[src/rtl/gcd_arbiter.sv]
// gcd_arbiter: round-robin scheduler sharing one GCD FSMD unit among N_REQ
// requesters. Operand pairs containing a zero bypass the GCD unit, and every
// run is guarded by a watchdog that aborts with resp_err after TIMEOUT cycles.
//
//   state | meaning
//   IDLE  | pick next requester round-robin from ptr, latch operands
//   ISSUE | pulse gcd_go, clear watchdog
//   WAIT  | wait for gcd_done or watchdog expiry
//   RESP  | one-cycle ack to the winner, advance ptr
module gcd_arbiter #(
    parameter int N_REQ   = 4,
    parameter int WIDTH   = 8,
    parameter int TIMEOUT = 1023
) (
    input  logic                   CLK,
    input  logic                   reset,
    input  logic [N_REQ-1:0]       req,
    input  logic [N_REQ*WIDTH-1:0] a_i,
    input  logic [N_REQ*WIDTH-1:0] b_i,
    output logic [N_REQ-1:0]       ack,
    output logic [WIDTH-1:0]       resp_data,
    output logic                   resp_err,
    output logic                   busy,
    output logic                   gcd_go,
    output logic [WIDTH-1:0]       gcd_x,
    output logic [WIDTH-1:0]       gcd_y,
    input  logic                   gcd_done,
    input  logic [WIDTH-1:0]       gcd_result
);

    localparam int IW = (N_REQ > 1) ? $clog2(N_REQ) : 1;
    localparam int CW = $clog2(TIMEOUT + 1);
    localparam logic [CW-1:0] TO_VAL = CW'(TIMEOUT);

    typedef enum logic [1:0] {
        IDLE  = 2'd0,
        ISSUE = 2'd1,
        WAIT  = 2'd2,
        RESP  = 2'd3
    } state_t;

    state_t state_q, state_d;

    logic [IW-1:0]    ptr;
    logic [IW-1:0]    sel_id;
    logic [WIDTH-1:0] x_r, y_r, res_r;
    logic             err_r;
    logic [CW-1:0]    cnt;

    logic [IW-1:0]    win;
    logic             found;
    logic [WIDTH-1:0] a_sel, b_sel;
    logic             bypass;
    logic [CW-1:0]    cnt_inc;
    logic             timeout_hit;
    logic [IW-1:0]    ptr_next;

    // Round-robin search: first set req bit at or above ptr, wrapping around.
    always_comb begin
        found = 1'b0;
        win   = ptr;
        for (int i = 0; i < N_REQ; i++) begin
            int j;
            j = int'(ptr) + i;
            if (j >= N_REQ) j = j - N_REQ;
            if (!found && req[j]) begin
                found = 1'b1;
                win   = IW'(j);
            end
        end
    end

    // Winner operands, zero detection, watchdog compare and pointer advance.
    always_comb begin
        a_sel       = a_i[int'(win)*WIDTH +: WIDTH];
        b_sel       = b_i[int'(win)*WIDTH +: WIDTH];
        bypass      = (a_sel == '0) || (b_sel == '0);
        cnt_inc     = cnt + 1'b1;
        timeout_hit = (cnt_inc == TO_VAL);
        ptr_next    = (sel_id == IW'(N_REQ - 1)) ? '0 : sel_id + 1'b1;
    end

    // State register.
    always_ff @(posedge CLK) begin
        if (reset) state_q <= IDLE;
        else       state_q <= state_d;
    end

    // Next-state logic; gcd_done outside WAIT has no effect.
    always_comb begin
        state_d = state_q;
        case (state_q)
            IDLE:  if (found) state_d = bypass ? RESP : ISSUE;
            ISSUE: state_d = WAIT;
            WAIT:  if (gcd_done || timeout_hit) state_d = RESP;
            RESP:  state_d = IDLE;
            default: state_d = IDLE;
        endcase
    end

    // Datapath registers: operand latch, watchdog, result/error capture, ptr.
    always_ff @(posedge CLK) begin
        if (reset) begin
            ptr    <= '0;
            sel_id <= '0;
            x_r    <= '0;
            y_r    <= '0;
            res_r  <= '0;
            err_r  <= 1'b0;
            cnt    <= '0;
        end else begin
            case (state_q)
                IDLE: begin
                    if (found) begin
                        sel_id <= win;
                        x_r    <= a_sel;
                        y_r    <= b_sel;
                        // nonzero operand, or 0 when both are zero
                        if (bypass) res_r <= a_sel | b_sel;
                    end
                end
                ISSUE: cnt <= '0;
                WAIT: begin
                    cnt <= cnt_inc;
                    // completion beats a simultaneous watchdog expiry
                    if (gcd_done) begin
                        res_r <= gcd_result;
                    end else if (timeout_hit) begin
                        err_r <= 1'b1;
                        res_r <= '0;
                    end
                end
                RESP: begin
                    ptr   <= ptr_next;
                    err_r <= 1'b0;
                end
                default: ;
            endcase
        end
    end

    // Outputs decoded from registered state only.
    always_comb begin
        ack = '0;
        if (state_q == RESP) ack[sel_id] = 1'b1;
        resp_data = (state_q == RESP) ? res_r : '0;
        resp_err  = (state_q == RESP) && err_r;
        busy      = (state_q != IDLE);
        gcd_go    = (state_q == ISSUE);
        gcd_x     = x_r;
        gcd_y     = y_r;
    end

endmodule

[config.mk]
export PLATFORM = sky130hd
export DESIGN_NAME = gcd_arbiter
export DESIGN_NICKNAME = d
export VERILOG_FILES = /design/src/rtl/gcd_arbiter.sv
export SDC_FILE = /design/constraint.sdc
export NUM_CORES = 1
export LEC_CHECK = 0
export ABC_AREA = 1
export CAP_MARGIN = 40
export CORE_ASPECT_RATIO = 1.75
export CORE_MARGIN = 2
export CORE_UTILIZATION = 50
export CTS_BUF_LIST = sky130_fd_sc_hd__clkbuf_16
export CTS_CLUSTER_DIAMETER = 120
export DETAILED_ROUTE_END_ITERATION = 10
export PLACE_DENSITY = 0.87
export SETUP_SLACK_MARGIN = 0.2
export SYNTH_ARGS = -nofsm -noshare
export SYNTH_HDL_FRONTEND = slang
export SYNTH_SLANG_ARGS = --single-unit
[constraint.sdc]
create_clock -name CLK -period 6.1 [get_ports CLK]
set_clock_uncertainty 0.1 [all_clocks]
set_input_delay 1.22 -clock CLK [delete_from_list [all_inputs] [get_ports CLK]]
set_output_delay 1.22 -clock CLK [all_outputs]
set_load 0.01 [all_outputs]
### Word-level counts from Yosys, hierarchy flattened

Index checks and enable logic that the tools add are counted.

* input bits: 79
* register bits: 41
* memories kept: 0
* bits in read-only memories: 0
* bits in writable memories: 0
* bits in latches: 0

* eq/ne operators: 11
* reduce and logical (&&, ||, !) cells: 21
* mux-type cells: 42
* $add $sub $neg: 9
* order comparisons: 10
* bitwise logic cells: 1
* multipliers: 0
* div/mod/pow operators: 0
* shifts and indexed selects: 2

Operator list (number)
* $lt A32 B4 Y1 const B: 4
* $mux W32: 4
* $shiftx A32 B6 Y8: 2
* $mux W8: 5
* $pmux W10 S2: 1
* $logic_not A8 Y1: 2
* $mux W2: 8
* $pmux W8 S2: 1
* $mux W1: 15
* $sub A3 B3 Y4 const B: 3
* $add A10 B1 Y10 const B: 1
* $eq A10 B10 Y1 const B: 1
* $ne A2 B2 Y1 const B: 5
* $ge A3 B3 Y1 const B: 3
* $bmux W1 S2: 4
* $or A8 B8 Y8: 1
* $pmux W2 S4: 1
* $reduce_bool A2 Y1: 4
* $add A2 B2 Y3 const B: 2
* $eq A2 B2 Y1 const B: 3
* $logic_and A1 B1 Y1: 5
* $mux W4: 1
* $reduce_and A2 Y1: 2
* $reduce_and A4 Y1: 1
* 14 further kinds: 17

### Depth between registers and ports, before layout

Gate-level depths: netlist (run 1).

* depth after elaboration: 21
* mapped depth: 24

### Worst setup path after synthesis (run 1)

OpenSTA, ideal clock, no wires.

* path kind: input to register
* start: in req[1]
* end: reg res_r[6]
* buffers on the path: 2
* slack: 2998 ps
* arrival time: 2887 ps
* library setup time: 115 ps
* data required time: 5885 ps
* cell stages on the path: 20
* cells stage by stage: inv_1 > nand2_1 > nand3_1 > nand2_2 > nor2_8 > nand3_4 > nand2_4 > nand2_8 > buf_4 > nand2_1 > nand3_1 > nand2_1 > nand2_1 > nor2_1 > nand2_2 > nand3_4 > buf_12 > nand3_1 > nand2_1 > nor2_1

* word-level cells in the longest chain between the ends: 18
* elaborated cells on any way between the ends: 38

Ends and longest elaborated chain
* start: declaration: RTL line 17 `input logic [N_REQ-1:0] req,`
* $bmux W1 S2: RTL line 66 `if (!found && req[j]) begin`
* $mux W1 (not written as such) (2 in series): RTL line 66
* $mux W1: RTL line 66
* $logic_not A1 Y1: RTL line 66
* $logic_and A1 B1 Y1: RTL line 66
* $mux W1: RTL line 66
* $logic_not A1 Y1: RTL line 66
* $logic_and A1 B1 Y1: RTL line 66
* $mux W1: RTL line 66
* $logic_not A1 Y1: RTL line 66
* $logic_and A1 B1 Y1: RTL line 66
* $mux W2: RTL line 66
* $shiftx A32 B6 Y8 (on tied branches): RTL line 75, 76
* $logic_not A8 Y1 or $or A8 B8 Y8 (tied branches): RTL line 77, 119
* $logic_or A1 B1 Y1 or $mux W8 (tied branches): RTL line 77, 119
* $ne A2 B2 Y1 (no source line) or $mux W8 (tied branches)
* $reduce_and A4 Y1 (no source line) or $pmux W8 S2 (tied branches)
* end signal: assignment: RTL line 119 `if (bypass) res_r <= a_sel | b_sel;`
* end signal: assignment: RTL line 127 `res_r <= gcd_result;`
* end: declaration: RTL line 46 `logic [WIDTH-1:0] x_r, y_r, res_r;`

Several ways; a longest one is shown, not always the timed one. The select of a mux whose other input is x is not followed.
A chain may end at the register's enable or synchronous reset.

### Worst setup path in the final report (run 1)

* start: in req[1]
* end: reg res_r[1]

Same word-level chain as after synthesis.

==> results.sh, run 1 <==
export IMPL_hold_viol=0
export IMPL_max_cap_violations=0
export IMPL_hpwl_um=7760
export IMPL_setup_tns_ns=0
export IMPL_drt_wl_total_um=10270
export IMPL_clk_pin_slew_ns=0.06
export IMPL_clock_fmax_ghz=0.2515
export IMPL_coreArea_um2=6181
export IMPL_syn_to_final_growth_pct=38.38
export IMPL_rsz0062_at_grt="false"
export IMPL_die_w_um=64.30
export IMPL_finalPower_mw=1.996
export IMPL_num_rows=38
export IMPL_synth_area_leader_cell="dfxtp_1"
export IMPL_slew_violations=0
export IMPL_cts_made_buffers=5
export IMPL_h_tree_depth=2
export IMPL_postLayoutCellArea_um2=4403
export IMPL_post_route_min_period_ns=3.976
export IMPL_dr_pass1_iters=5
export IMPL_io_pins=110
export IMPL_combPwrFrac_pct=64.1
export IMPL_p_sw_mw=0.9891
export IMPL_gp_congestion=0.9099
export IMPL_yosys_warnings=0
export IMPL_swShare_pct=49.56
export IMPL_ctsHoldBuffers=0
export IMPL_grt_use_total_pct=29.75
export IMPL_root_buffer="clkbuf_16"
export IMPL_rr_endpoint="res_r[1]"
export IMPL_synth_top_cell_area_share_pct=25.80
export IMPL_synth_distinct_cells=36
export IMPL_cts_tree="built"
export IMPL_clk_path_buf_depth=2
export IMPL_io_buffers=109
export IMPL_die_h_um=109.5
export IMPL_n_antenna_cell=0
export IMPL_sequentialPowerShare_pct=20.5
export IMPL_pre_cts_ws_ns=1.877
export IMPL_crit_path_max_fanout=34
export IMPL_placed_cells=671
export IMPL_setup_viol=0
export IMPL_syn_area_per_cell_um2=6.326
export IMPL_reg2regPathDepth=19
export IMPL_layout_drive_gt1_share_pct=6.845
export IMPL_min_from="res_r[6]"
export IMPL_power_density_nw_per_um2=453.3
export IMPL_seq_area_frac_synth_pct=25.80
export IMPL_yosysMostFrequentCell="nand2_1"
export IMPL_grt_max_degree=35
export IMPL_worst_slew_pin_slew_ns=0.5791
export IMPL_criticalPathCategory="in -> reg"
export IMPL_cts_resized=0
export IMPL_netlist_top_cells_count="171 x nand2_1, 78 x nand3_1, 55 x inv_1, 41 x dfxtp_1, 28 x a21oi_1"
export IMPL_period_share_pct=65.18
export IMPL_synth_edf_count=0
export IMPL_synth_area_leaders="dfxtp_1 26%, nand2_1 20%, nand3_1 12%"
export IMPL_synth_seq_cells=41
export IMPL_worstHoldPathCells=2
export IMPL_power_frac_clock_pct=15.4
export IMPL_intPower_mw=1.007
export IMPL_rr_startpoint="ptr[0]"
export IMPL_cts_setup_buffers=0
export IMPL_finalWorstSetupSlack_ns=2.124
export IMPL_critPathLaunchType="input port"
export IMPL_antenna_found_initial=0
export IMPL_status="finished clean"
export IMPL_synth_nets=592
export IMPL_overflow=0
export IMPL_nets=687
export IMPL_regToRegSetupSlack_ns=2.62
export IMPL_drtIter0Drc=324
export IMPL_postSynthCellCount=503
export IMPL_vias=3704
export IMPL_holdCritPathClass="reg -> reg"
export IMPL_start_util_pct=51.48
export IMPL_critPathRequiredTime_ns=6.18
export IMPL_min_to="res_r[6]"
export IMPL_synth_main_ff_cell="dfxtp_1"
export IMPL_ys_async_sr_fraction_pct=0
export IMPL_max_slew_margin_rel_pct=61.35
export IMPL_ant_nets=0
export IMPL_cts_sinks=41
export IMPL_crit_start="req[1]"
export IMPL_clk_latency_ns=0.29
export IMPL_placed_cell_area_um2=4232
export IMPL_finalNonFillerCells=679
export IMPL_grt_first_pass_wirelength_um=16570
export IMPL_routedWlPerCell_um=15.13
export IMPL_dieArea_um2=7043
export IMPL_first_global_vias=3517
export IMPL_detail_route_vias_per_cell=5.455
export IMPL_power_leakage_nw=2.111
export IMPL_peakVddDrop_mv=0.3226
export IMPL_synthesis_area_um2=3182
export IMPL_arrival_ns=4.06
export IMPL_endpoint_kind="flip-flop"
export IMPL_drc=0
logic make-up after synthesis:
logic type	synth area share, %
AND/OR/NAND/NOR	42.12
buffers and inverters	12.86
AO/OA/AOI/OAI	13.37
flip-flops	25.80
adder cells (fa/ha/maj)	3.932
XOR/XNOR	1.927
placed cells by master, fill, tap and decap left out, drive strengths merged:
master,instances
o21ai,7
a211oi,1
bufinv,1
a2bb2oi,1
dfxtp,41
ha,10
nor3,2
o211ai,17
nor2,25
clkinv,3
clkdlybuf4s50,109
or2,1
nand2,183
xor2,6
clkbuf,5
buf,3
xnor2,1
nand3b,1
o21a,2
nand4,4
a21oi,36
inv,58
o211a,1
clkinvlp,1
nand3,80
per-stage QoR:
step	util (%)	hold slack [ns]
3_5_place_dp	68.46	0.3564
5_1_grt	71.23	0.3951
3_3_place_gp	67.98	0.3437
2_1_floorplan	-	0.3307
6_report	71.23	0.3840
4_1_cts	71.23	0.3719
per-layer routing:
| metal | vias up | share of wire, % | GRT usage [%] |
|---|---|---|---|
| li1 | 1807 | - | - |
| met1 | 1689 | 36 | 31.42 |
| met2 | 176 | 55 | 57.66 |
| met3 | 32 | 4.7 | 2.968 |
| met4 | 0 | 4.1 | 14.29 |
| met5 | - | 0 | 0 |
power groups by stage:
stage	logic (mW)	registers, mW	clock network (mW)
after detailed placement	1.25	0.411	0
after floorplan	0.929	0.412	0
final	1.28	0.409	0.307
after global routing	1.42	0.415	0.322
after CTS	1.26	0.406	0.310
after global placement	1.20	0.406	0
critical path: stages:
cell and delay, ns:
clkdlybuf4s50_1 0.50, inv_1 0.06, nand2_1 0.06, nand2_1 0.10, o21ai_4 0.23, nand4_4 0.35
nand2_8 0.34, inv_2 0.15, nand2_1 0.09, nand3_1 0.06, nand2_1 0.13, nand2_1 0.07
nor2_1 0.16, nand2_2 0.09, nand3_4 0.19, nand3_1 0.12, nand2_1 0.08, nor2_1 0.05
final cells by class:
type	count	area, µm²
Sequential cell	41	820.8
Timing Repair Buffer	112	1129
Tap cell	80	100.1
Multi-Input combinational cell	378	1954
Fill cell	542	1778
Clock inverter	3	46.29
Clock buffer	5	125.1
Inverter	60	227.7
flip-flops by register name, indices dropped and copies added (netlist names):
register,count
err_r,1
ptr,2
res_r,8
gcd_x,8
gcd_y,8
state_q,2
cnt,10
sel_id,2
worst max-delay path by stage:
stage | endpoint | slack [ns] | cells past startpoint
5_1_grt | res_r[2] | 1.80 | 18
3_5_place_dp | res_r[1] | 1.88 | 18
3_3_place_gp | res_r[7] | 1.97 | 18
6_report | res_r[1] | 2.12 | 18
2_1_floorplan | res_r[6] | 3.00 | 20
4_1_cts | res_r[1] | 2.16 | 18
No activity file was read; power rests on OpenSTA's default activity.
==> run 2: changes to the inputs <==
--- a/config.mk
+++ b/config.mk
@@ -9,11 +9,11 @@
 export CAP_MARGIN = 40
 export CORE_ASPECT_RATIO = 1.75
 export CORE_MARGIN = 2
-export CORE_UTILIZATION = 50
+export CORE_UTILIZATION = 42
 export CTS_BUF_LIST = sky130_fd_sc_hd__clkbuf_16
 export CTS_CLUSTER_DIAMETER = 120
 export DETAILED_ROUTE_END_ITERATION = 10
-export PLACE_DENSITY = 0.87
+export PLACE_DENSITY = 0.78
 export SETUP_SLACK_MARGIN = 0.2
 export SYNTH_ARGS = -nofsm -noshare
 export SYNTH_HDL_FRONTEND = slang
==> constraint.sdc (replaced) <==
create_clock -name CLK -period 3.4 [get_ports CLK]
set_clock_uncertainty 0.1 [all_clocks]
set_input_delay 0.68 -clock CLK [delete_from_list [all_inputs] [get_ports CLK]]
set_output_delay 0.68 -clock CLK [all_outputs]
set_load 0.01 [all_outputs]
==> results.sh, run 2 (same netlist as run 1, synthesis figures left out) <==
export IMPL_vias=3749
export IMPL_grt_use_total_pct=23.80
export IMPL_setup_tns_ns=0
export IMPL_hpwl_um=7748
export IMPL_io_buffers=109
export IMPL_hold_slack_ns=0.3615
export IMPL_grt_max_degree=35
export IMPL_drtIter0Drc=235
export IMPL_hold_viol=0
export IMPL_largest_reg_flops=10
export IMPL_dieArea_um2=8315
export IMPL_seq_area_um2=820.8
export IMPL_setup_viol=0
export IMPL_detail_route_vias_per_cell=5.229
export IMPL_start_util_pct=42.64
export IMPL_overflow=0
export IMPL_ant_nets=0
export IMPL_rsz0062_at_grt="false"
export IMPL_post_route_min_period_ns=3.104
export IMPL_io_pins=110
export IMPL_grt_first_pass_wirelength_um=16280
export IMPL_power_density_nw_per_um2=844.4
export IMPL_dr_pass1_iters=8
export IMPL_h_tree_depth=2
export IMPL_worst_slew_pin_slew_ns=0.5181
export IMPL_power_leakage_nw=2.302
export IMPL_clk_path_buf_depth=2
export IMPL_cts_tree="built"
export IMPL_antenna_found_initial=0
export IMPL_first_global_vias=3507
export IMPL_root_buffer="clkbuf_16"
export IMPL_die_w_um=69.80
export IMPL_num_rows=42
export IMPL_multi_input_area_um2=2061
export IMPL_ctsHoldBuffers=0
export IMPL_drc=0
export IMPL_clock_fmax_ghz=0.3222
export IMPL_max_slew_margin_rel_pct=65.46
export IMPL_routedWlPerCell_um=15.05
export IMPL_critPathRequiredTime_ns=3.52
export IMPL_criticalPathCategory="in -> reg"
export IMPL_largest_register="cnt"
export IMPL_status="finished clean"
export IMPL_n_antenna_cell=0
export IMPL_finalNonFillerCells=717
export IMPL_peakVddDrop_mv=0.6845
export IMPL_cts_sinks=41
export IMPL_utilization_pct=63.97
export IMPL_finalPower_mw=4.030
export IMPL_die_h_um=119.1
export IMPL_endpoint_kind="flip-flop"
export IMPL_arrival_ns=3.22
export IMPL_crit_path_max_fanout=10
export IMPL_final_cell_mix="166 x nand2_1, 109 x clkdlybuf4s50_1, 75 x nand3_1, 55 x inv_1, 41 x dfxtp_1"
export IMPL_final_common_cell="nand2_1"
export IMPL_max_cap_violations=0
export IMPL_nets=717
export IMPL_cts_made_buffers=5
export IMPL_slew_violations=0
export IMPL_gp_congestion=0.9239
export IMPL_clk_pin_slew_ns=0.06
export IMPL_coreArea_um2=7462
export IMPL_nFillCells=652
export IMPL_period_share_pct=91.29
export IMPL_layout_drive_gt1_share_pct=12.40
export IMPL_critPathLaunchType="input port"
export IMPL_clk_latency_ns=0.28
export IMPL_holdCritPathClass="reg -> reg"
export IMPL_syn_to_final_growth_pct=50.02
export IMPL_drt_wl_total_um=10790
export IMPL_placed_cells=695
run 2: cell types whose count changed in the layout (fill, tap and decap cells not counted), moves of 2 or more:
cell     previous run  this run
buf_4               1        23
nand2_1           171       166
buf_12              0         4
nand2_2             9        12
nand2_4             2         5
nand3_1            78        75
nand3_2             0         3
nand2_8             1         3
run 2: what timing repair did:
action,CTS,global route
hold endpoints to repair,0,0
endpoints found under the setup margin,0,9
setup buffers,0,9
gates resized for setup,0,25
run 2: layer usage:
layer / GRT usage, % / up-vias / wire (µm)
met2: 43.51 / 135 / 5773
li1: - / 1875 / -
met4: 12.26 / 0 / 528
met5: 0 / - / 0
met1: 26.32 / 1701 / 4012
met3: 2.961 / 38 / 477
run 2: metrics by stage:
| step | worst slack (ns) | area [µm²] |
|---|---|---|
| floorplan | 0.8381 | 3182 |
| global placement | 0.03699 | 4339 |
| detailed placement | -0.01988 | 4354 |
| CTS | 0.2521 | 4517 |
| global route | 0.1225 | 4773 |
| finish | 0.2960 | 4773 |
run 2: layout make-up:
class | count | area share (%)
clock inverter | 3 | 0.7864
sequential | 41 | 17.20
multi-input combinational | 382 | 43.17
inverter | 60 | 4.928
tap | 88 | 2.307
clock buffer | 5 | 2.621
timing repair buffer | 138 | 28.99
run 2: path summary, 6_finish.rpt:
path	start	cells past startpoint	slack, ns	end
worst max-delay path	req[1]	19	0.30	state_q[1]
worst min-delay path	err_r	2	0.36	err_r
worst max register to register	ptr[0]	20	0.56	state_q[1]
worst min register to register	err_r	2	0.36	err_r
run 2: power by group:
part           internal (mW)  leakage (nW)  switching (mW)
sequential             0.622         0.337           0.110
combinational           1.18          1.88            1.59
clock                  0.341        0.0826           0.185
total                   2.14          2.30            1.89
run 2: worst max-delay path, cell delays in order:
cell             delay, ns
clkdlybuf4s50_1       0.50
inv_1                 0.07
nand2_1               0.06
nand2_1               0.09
o21ai_4               0.22
buf_4                 0.16
nand4_4               0.09
buf_12                0.17
clkbuf_16             0.16
nand3_1               0.10
nand3_1               0.08
nand2_1               0.12
nand2_1               0.07
nor2_1                0.11
nand2_2               0.12
nand3_4               0.12
buf_4                 0.13
nand2_2               0.04
a21oi_2               0.12
==> run 3: changes to the inputs <==
--- a/config.mk
+++ b/config.mk
@@ -6,6 +6,7 @@
 export NUM_CORES = 1
 export LEC_CHECK = 0
 export ABC_AREA = 1
+export ABC_CLOCK_PERIOD_IN_PS = 3400
 export CAP_MARGIN = 40
 export CORE_ASPECT_RATIO = 1.75
 export CORE_MARGIN = 2
==> results of run 3 <==
No change in the layout: final DEF, timing and power equal those of run 2.
